<file path="src/rtl/shift_add_mult_ctrl.sv">
// Sequencer for an unsigned shift-add multiplier driving an external right-shift register.
// The accumulator ends holding the product high half; the external register holds the low half.
module shift_add_mult_ctrl #(
  parameter int DATA_SIZE = 8
) (
  input  logic                 clk,
  input  logic                 rst_n,
  input  logic                 start,
  input  logic                 clear,
  input  logic [DATA_SIZE-1:0] a,
  input  logic [DATA_SIZE-1:0] b,
  input  logic                 sr_q0,
  output logic                 busy,
  output logic                 done,
  output logic [DATA_SIZE-1:0] product_hi,
  output logic                 sr_en,
  output logic                 sr_shift_load,
  output logic [DATA_SIZE-1:0] sr_d,
  output logic                 sr_d_shift
);

  localparam int CW = $clog2(DATA_SIZE) + 1;

  localparam logic [1:0] S_IDLE  = 2'd0;
  localparam logic [1:0] S_LOAD  = 2'd1;
  localparam logic [1:0] S_SHIFT = 2'd2;
  localparam logic [1:0] S_DONE  = 2'd3;

  localparam logic [CW-1:0] CNT_LAST = CW'(DATA_SIZE - 1);

  logic [1:0]           state_q, state_d;
  logic [DATA_SIZE-1:0] a_q, a_d;
  logic [DATA_SIZE-1:0] b_q, b_d;
  logic [DATA_SIZE-1:0] acc_q, acc_d;
  logic [CW-1:0]        cnt_q, cnt_d;
  logic [DATA_SIZE:0]   addend;
  logic [DATA_SIZE:0]   sum;

  // One extra bit keeps the carry, which becomes the accumulator MSB after the shift.
  always_comb begin
    addend = sr_q0 ? {1'b0, a_q} : '0;
    sum    = {1'b0, acc_q} + addend;
  end

  always_comb begin
    state_d = state_q;
    a_d     = a_q;
    b_d     = b_q;
    acc_d   = acc_q;
    cnt_d   = cnt_q;
    if (clear) begin
      state_d = S_IDLE;
      acc_d   = '0;
      cnt_d   = '0;
    end else begin
      case (state_q)
        S_IDLE: begin
          if (start) begin
            a_d     = a;
            b_d     = b;
            acc_d   = '0;
            state_d = S_LOAD;
          end
        end
        S_LOAD: begin
          cnt_d   = '0;
          state_d = S_SHIFT;
        end
        S_SHIFT: begin
          acc_d = sum[DATA_SIZE:1];
          cnt_d = cnt_q + 1'b1;
          if (cnt_q == CNT_LAST) state_d = S_DONE;
        end
        default: state_d = S_IDLE;
      endcase
    end
  end

  always_ff @(posedge clk or negedge rst_n) begin
    if (!rst_n) begin
      state_q <= S_IDLE;
      a_q     <= '0;
      b_q     <= '0;
      acc_q   <= '0;
      cnt_q   <= '0;
    end else begin
      state_q <= state_d;
      a_q     <= a_d;
      b_q     <= b_d;
      acc_q   <= acc_d;
      cnt_q   <= cnt_d;
    end
  end

  // Control outputs decode from the state register alone.
  assign busy          = (state_q == S_LOAD) || (state_q == S_SHIFT);
  assign done          = (state_q == S_DONE);
  assign sr_en         = busy;
  assign sr_shift_load = (state_q == S_SHIFT);
  assign sr_d          = b_q;
  assign sr_d_shift    = sum[0];
  assign product_hi    = acc_q;

endmodule
</file>
<file path="config.mk">
export PLATFORM = sky130hd
export DESIGN_NAME = shift_add_mult_ctrl
export DESIGN_NICKNAME = d
export VERILOG_FILES = /design/src/rtl/shift_add_mult_ctrl.sv
export SDC_FILE = /design/constraint.sdc
export NUM_CORES = 1
export LEC_CHECK = 0
export ABC_AREA = 1
export BUFFER_PORTS_ARGS = -buffer_cell sky130_fd_sc_hd__buf_2
export CORE_MARGIN = 2
export CORE_UTILIZATION = 55
export DETAILED_ROUTE_END_ITERATION = 8
export GPL_TIMING_DRIVEN = 0
export PLACE_DENSITY = 0.82
export SLEW_MARGIN = 20
export SYNTH_ARGS = -nofsm -noshare
export SYNTH_HDL_FRONTEND = slang
export SYNTH_SLANG_ARGS = --single-unit
</file>
<file path="constraint.sdc">
create_clock -name clk -period 3 [get_ports clk]
set_input_delay 0.6 -clock clk [delete_from_list [all_inputs] [get_ports clk]]
set_output_delay 0.6 -clock clk [all_outputs]
set_load 0.05 [all_outputs]
</file>
== After elaboration in Yosys (flattened, before gate mapping) ==
Cells that the tools add are included.
Widths: inputs -> output; s select.
Operators by class
  reduce and logical (&&, ||, !) cells: 7
  magnitude comparators: 0
  div/mod/pow operators: 0
  eq/ne operators: 6
  multiplexer cells: 10
  bitwise operators: 1
  add/sub/neg operators: 2
  shift-type cells: 0
  multiply operators: 0
Operators by type and width (count)
  $mux 8: 3
  $pmux 8 s2: 1
  $add 8x8->9: 1
  $pmux 4 s2: 1
  $mux 2: 3
  $pmux 2 s3: 1
  $reduce_bool 3->1: 2
  $add 4x1->4 const B: 1
  $eq 2x2->1 const B: 2
  $eq 4x3->1 const B: 1
  $mux 4: 1
  $reduce_and 2->1: 2
  $ne 3x2->1 const B: 1
  $ne 3x3->1 const B: 1
  $reduce_and 3->1: 1
  $eq 2x1->1 const B: 1
  $logic_not 2->1: 1
  $logic_or 1x1->1: 1
  $not 1->1: 1
Word-level totals
  memories: 0
  input bits: 21
  bits in writable memories: 0
  register bits after elaboration: 30
  word-level logic and storage cells: 31
  bits in read-only memories: 0
  bits in latches: 0
  output and inout bits: 21

== Logic depth before layout (Yosys ltp) ==
Gate-level depths: netlist of run 1.
  depth after elaboration: 4
  mapped depth: 12
  gate-level depth less buffers: 11

== Least setup slack after synthesis of run 1 ==
Ideal clock, no wire load.
  kind: input to output
  start: input sr_q0
  end: output sr_d_shift
  buffers on the path: 1
  data required time: 2.400 ns
  data arrival time: 1.389 ns
  setup slack: 1.011 ns
  cell stages on the path: 4
  path through: clkbuf_1 nand2_1 inv_1 ha_1
On the way
  word-level cells in the longest chain between the ends: 2
RTL lines
  start: declaration: line 12  | input logic sr_q0,
  $mux 8: line 41  | addend = sr_q0 ? {1'b0, a_q} : '0;
  $add 8x8->9: line 42  | sum = {1'b0, acc_q} + addend;
  end: declaration: line 19  | output logic sr_d_shift
No other way between the ends.

== Final worst setup path of run 1 ==
  start: register state_q[0]
  end: output sr_en
On the way
  word-level cells in the longest chain between the ends: 2
  elaborated cells on any way between the ends: 3
  classes of those cells: 2 x eq/ne; 1 x reduce/logical
RTL lines
  start: declaration: line 31  | logic [1:0] state_q, state_d;
  start signal: assignment: line 87  | state_q <= state_d;
  $eq 2x1->1 or $eq 2x2->1 (tied branches): line 96  | assign busy = (state_q == S_LOAD) || (state_q == S_SHIFT);
  $logic_or 1x1->1 *: line 96
  end: declaration: line 16  | output logic sr_en,
Mark *: on every way between the ends. The rest lies on a longest branch, timed or not.

==> metrics.txt, run 1 <==
commonest non-fill, non-tap cell in the layout nand2_1; Routed WL about 3200 microns; Yosys cell types 24; area growth from synthesis to final layout 17.5%; Synth top area share 43.7%; Hold/Removal Path Class input port to asynchronous set/reset pin; Layout Cells excl Fill 269; vias in the first global route about 1200; Root Driver clkbuf_4; Critical Path RT between 2 and 2.5 ns; Avg Inst Size Synth between 9 and 10 sq um; clk buf depth 2; min cycle time layout just over 2 ns; Core Area between 0.003 and 0.004 sq mm; DRT antenna net count 0; H-tree depth 2; clk sink count 30; critical path class flop to output port; drt first pass iters 4; post-synthesis adder-cell area fraction 10.6%; Die ar. 0.00359 sq mm; largest family of logic cells by synthesized area simple AND/OR/NAND/NOR gates; Worst-path clk slew approximately 0.10 ns; CP Max Fanout 4; Pwr Density between 800 and 900 mW/mm^2; Setup violations, final 0; fraction of the mapped netlist area in simple logic gates about a fifth; Sequential Power Share about a third; Vias ~1300; total congestion overflow 0; starting DRC count in detailed routing 39; Switching Fraction a little under half; Synth Area in Compound Gates between 5 and 6%; clk_lat worst skew around 0.33 ns; crit end category output port; largest net degree at the start of global routing 31; P_sw about 0.84 mW; XOR/XNOR share of the synthesized area 1.02%; Reg-to-Reg Start a_q[0]; total CTS buffers 5; dpl hpwl 2480 microns; Syn Nets approximately 220; sequential element share of the synthesized area 43.7%; mapped cell area about 0.0017 sq mm; Via density approximately 5; Startpoint Class flop; Initial Util about 57%; most frequent cells in the layout nand2_1 (56), buf_2 (40), dfrtp_1 (30); Std-Cell Rows 20; Max IR drop VDD 581 uV; Nets 270; global-route wire length before repair approximately 5500 microns; Worst R2R End product_hi[3]; logic gate share of total power ~51%; Global Route Usage Sum 21.2%; internal power between 0.9 and 1 mW; Pleak ~1.2 nW; crit path from state_q[0]; initial antenna violation count 0; cells after synthesis 188; CP arrival 1.48 ns; # placed instances between 200 and 300; Setup Skew ~0.011 ns; FMAX around 480 MHz; CTS tree yes; Die X 59.9 microns; Sequential Area between 700 and 800 sq um; Clk pwr share roughly 14%; area of the multi-input gates about 840 sq um; Synth area leader dfrtp_1; drt wl/cell ~12 microns; outcome completed; share of cells above drive strength 1 29.7%; fillers 236; r2r worst-path depth 8; Post-CTS Resized 0; Ports 42; post-synthesis mux area share roughly an eighth; drc violations 0; ratio of final minimum period to clock period around 70%; worst relative slew slack 57.2%; r2r setup slk between 1 and 1.5 ns; #FFs+latches synth 30; Final Hold Viols 0; GP Congestion about 0.86; RSZ-0062 raised after global routing false; cts hold-fix bufs 0; Pins Over Slew Limit 0; Slew @ Worst Pin around 0.64 ns; ANT cells 0; die height 59.9 microns; final core utilization between 60% and 70%; Yosys warnings 0; number of setup buffers added after CTS 0; largest cells by area after synthesis dfrtp_1 (44%), nand2_1 (12%), ha_1 (9.5%); setup TNS 0 ns; IO Port Bufs 40; number of max-cap violations 0
-- state kept, by name, summed over array words and instances, names as in the netlist --
register,cells
state_q,2
cnt_q,4
a_q,8
sr_d,8
product_hi,8
-- synthesized netlist by cell type, drive strengths merged --
master / count
a32o: 1
a21oi: 8
ha: 13
o21ai: 5
nand3: 13
inv: 29
clkbuf: 1
o221ai: 1
fa: 1
nand4: 1
buf: 2
xor2: 1
o211ai: 1
nand2: 57
dfrtp: 30
xnor2: 1
mux2: 16
nor3: 1
nor2: 6
-- worst max-delay path by stage --
stage	endpoint	cells past startpoint
after floorplan	sr_d_shift	4
after global placement	product_hi[7]	11
after detailed placement	product_hi[7]	11
after CTS	sr_en	4
after global routing	sr_en	4
final	sr_en	4
-- per-stage QoR --
stage	power (mW)	instance area [sq um]	hold slack, ns	setup WS (ns)
global placement	1.53	1960	0.482	0.927
global route	1.93	2020	0.333	0.800
detailed placement	1.57	1960	0.493	0.900
CTS	1.82	2020	0.298	0.900
floorplan	1.37	1720	0.304	1.01
finish	1.81	2020	0.279	0.921
-- logic make-up after synthesis --
logic type      count (synthesis)
mux                            16
xor+xnor                        2
flops                          30
buf+inv                        32
simple gates                   78
fa+ha+maj                      14
compound gates                 16
-- final cells by class --
| type | count | area share [%] |
|---|---|---|
| buffer | 3 | 1.11 |
| clock buffer | 7 | 2.72 |
| clock inverter | 1 | 0.248 |
| inverter | 29 | 5.39 |
| multi-input combinational | 126 | 41.4 |
| sequential | 30 | 37.2 |
| tap | 33 | 2.04 |
| timing repair buffer | 40 | 9.91 |
-- worst max-delay path, cell delays in order (launching register included) --
cell	delay, ns
dfrtp_1	0.40
inv_1	0.09
ha_1	0.31
buf_4	0.10
buf_2	0.24
-- routing by layer --
layer  global-route usage [%]  part of all wire (%)
met3                     6.71                   4.7
met2                     32.5                    47
met1                     28.0                    47
met4                     8.25                   1.7
met5                        0                     0
-- power by group through the flow --
stage / sequential, mW / clock, mW / combinational [mW]
floorplan: 0.840 / 0 / 0.532
CTS: 0.625 / 0.260 / 0.939
detailed placement: 0.632 / 0 / 0.934
global route: 0.644 / 0.282 / 1.01
global placement: 0.623 / 0 / 0.912
finish: 0.624 / 0.256 / 0.930
(Power assumes the default switching activity.)
==> run 2, diff against run 1 <==
--- a/config.mk
+++ b/config.mk
@@ -8,10 +8,10 @@
 export ABC_AREA = 1
 export BUFFER_PORTS_ARGS = -buffer_cell sky130_fd_sc_hd__buf_2
 export CORE_MARGIN = 2
-export CORE_UTILIZATION = 55
+export CORE_UTILIZATION = 48
 export DETAILED_ROUTE_END_ITERATION = 8
 export GPL_TIMING_DRIVEN = 0
-export PLACE_DENSITY = 0.82
+export PLACE_DENSITY = 0.76
 export SLEW_MARGIN = 20
 export SYNTH_ARGS = -nofsm -noshare
 export SYNTH_HDL_FRONTEND = slang
==> constraint.sdc (replaced) <==
create_clock -name clk -period 1.9 [get_ports clk]
set_input_delay 0.38 -clock clk [delete_from_list [all_inputs] [get_ports clk]]
set_output_delay 0.38 -clock clk [all_outputs]
set_load 0.05 [all_outputs]
==> metrics.txt, run 2 (synthesized netlist as in run 1, its figures left out) <==
Critical Path RT 1.52 ns (-0.88 ns); total CTS buffers 5 (unchanged); Ports 42 (unchanged); Design Area, Final 0.00207 sq mm (+2.6%); Pleak 1.24 nW (+1.1%); drt wl/cell 11.1 microns (-6.8%); CP Max Fanout 3 (-1); Die ar. 0.00408 sq mm (+14%); Routed WL 3150 microns (-1.7%); Global Route Usage Sum 17.3% (-3.9 points); setup TNS 0 ns (unchanged); ratio of final minimum period to clock period a little over nine tenths; Via density 4.75 (-5.2%); total congestion overflow 0 (unchanged); clk_lat worst skew 0.33 ns (about the same); share of cells above drive strength 1 30.3% (+0.59 points); CTS tree yes; GP Congestion 0.769 (-10%); Vias 1349 (+0.074%); placed cell areas 0.00198 sq mm (+0.83%); Std-Cell Rows 21 (+5.0%); Initial Util 50.7% (-6.5 points); H-tree depth 2 (unchanged); RSZ-0062 raised after global routing false; starting DRC count in detailed routing 38 (-2.6%); drt first pass iters 5 (+1); number of max-cap violations 0 (unchanged); Hold/Removal Path Class input port to asynchronous set/reset pin; initial antenna violation count 0 (unchanged); Max IR drop VDD 944 uV (+62%); M1 WL 1440 microns (-3.6%); vias in the first global route 1295 (+4.9%); dpl hpwl 2380 microns (-3.9%); Slew @ Worst Pin 0.650 ns (+0.00835 ns); area growth from synthesis to final layout 20.6%; Nets 272 (+0.74%); worst relative slew slack 56.6% (-0.56 points); top sig layer met4; Setup Skew 0.00543 ns (-0.00606 ns); Core Area 0.00339 sq mm (+13%); CP arrival 1.42 ns (-0.06 ns); ANT cells 0 (unchanged); crit end category output port; IO Port Bufs 40 (unchanged); DRT antenna net count 0 (unchanged); Setup violations, final 0 (unchanged); drc violations 0 (unchanged); met3 wire length 145 microns (-4.6%); met2 WL post-DR 1510 microns (+0.20%); global-route wire length before repair 5430 microns (-0.75%); die height 63.8 microns (+6.6%); Worst-path clk slew 0.10 ns (about the same); Startpoint Class flop; FMAX between 500 and 600 MHz; critical path class flop to output port; Root Driver clkbuf_4; clk buf depth 2 (unchanged); clk sink count 30 (unchanged); Pwr Density 1440 mW/mm^2 (+61%); outcome completed; Pins Over Slew Limit 0 (unchanged); Die X 63.8 microns (+6.6%); Final Hold Viols 0 (unchanged); most frequent cells in the layout nand2_1 (56), buf_2 (39), dfrtp_1 (30); commonest non-fill, non-tap cell in the layout nand2_1; min cycle time layout between 1.5 and 2 ns; largest net degree at the start of global routing 31 (unchanged)
==> run 2: cell count changes in the layout (fill, tap and decap cells not counted) <==
cell	change
clkinvlp_4	+1
buf_2	-1
clkinv_2	-1
clkbuf_8	-1
bufinv_16	+1
buf_4	+3
==> run 2: final timing paths <==
| path | startpoint | to | slack, ns | cells past startpoint |
|---|---|---|---|---|
| min in group clk | b[2] | sr_d[2] | 0.27 | 2 |
| max in group asynchronous | rst_n | product_hi[2] | 1.42 | 1 |
| min reg2reg | sr_d[4] | sr_d[4] | 0.51 | 1 |
| min | rst_n | a_q[2] | 0.06 | 1 |
| max reg2reg | a_q[0] | product_hi[7] | 0.23 | 10 |
| max | state_q[0] | sr_en | 0.1 | 4 |
==> run 2: critical path: stages (launching register included) <==
cell,delay (ns)
dfrtp_1,0.38
inv_1,0.08
ha_1,0.32
buf_4,0.14
buf_4,0.18
==> run 2: per-stage QoR <==
step                total power, mW  hold slack, ns  setup slack, ns  utilization (%)  instances
finish                         2.98          0.0628           0.0951             61.2        284
floorplan                      2.17          0.0844            0.136                -        188
detailed placement             2.46           0.452           0.0370             58.3        274
global placement               2.43           0.452           0.0365             58.3        274
CTS                            2.98          0.0776          0.00555             60.6        282
global route                   3.18           0.106           0.0200             61.2        284
==> run 2: where the power goes <==
part	switching [mW]	internal (mW)	leakage, nW	total, mW
logic	0.969	0.529	0.821	1.50
registers	0.125	0.851	0.381	0.976
clock network	0.231	0.277	0.0385	0.508
==> run 2: repair_timing <==
action	in CTS	in global routing
gates resized for setup	0	2
hold buffers	0	0
buffers inserted	0	2
endpoints found under the setup margin	0	1
==> run 2: per-layer routing <==
| layer | up-vias | global-route usage, % |
|---|---|---|
| met5 | - | 0 |
| met4 | 0 | 7.61 |
| met3 | 5 | 4.75 |
| met2 | 35 | 27.9 |
| met1 | 604 | 21.7 |
| li1 | 705 | - |
==> run 2: final cells by class <==
cell class / instances / area (sq um)
inverter: 29 / 109
clock buffer: 6 / 41.3
tap: 46 / 57.6
buffer: 3 / 22.5
clock inverter: 2 / 37.5
timing repair buffer: 42 / 218
fill: 305 / 1320
sequential: 30 / 751
multi-input combinational: 126 / 837
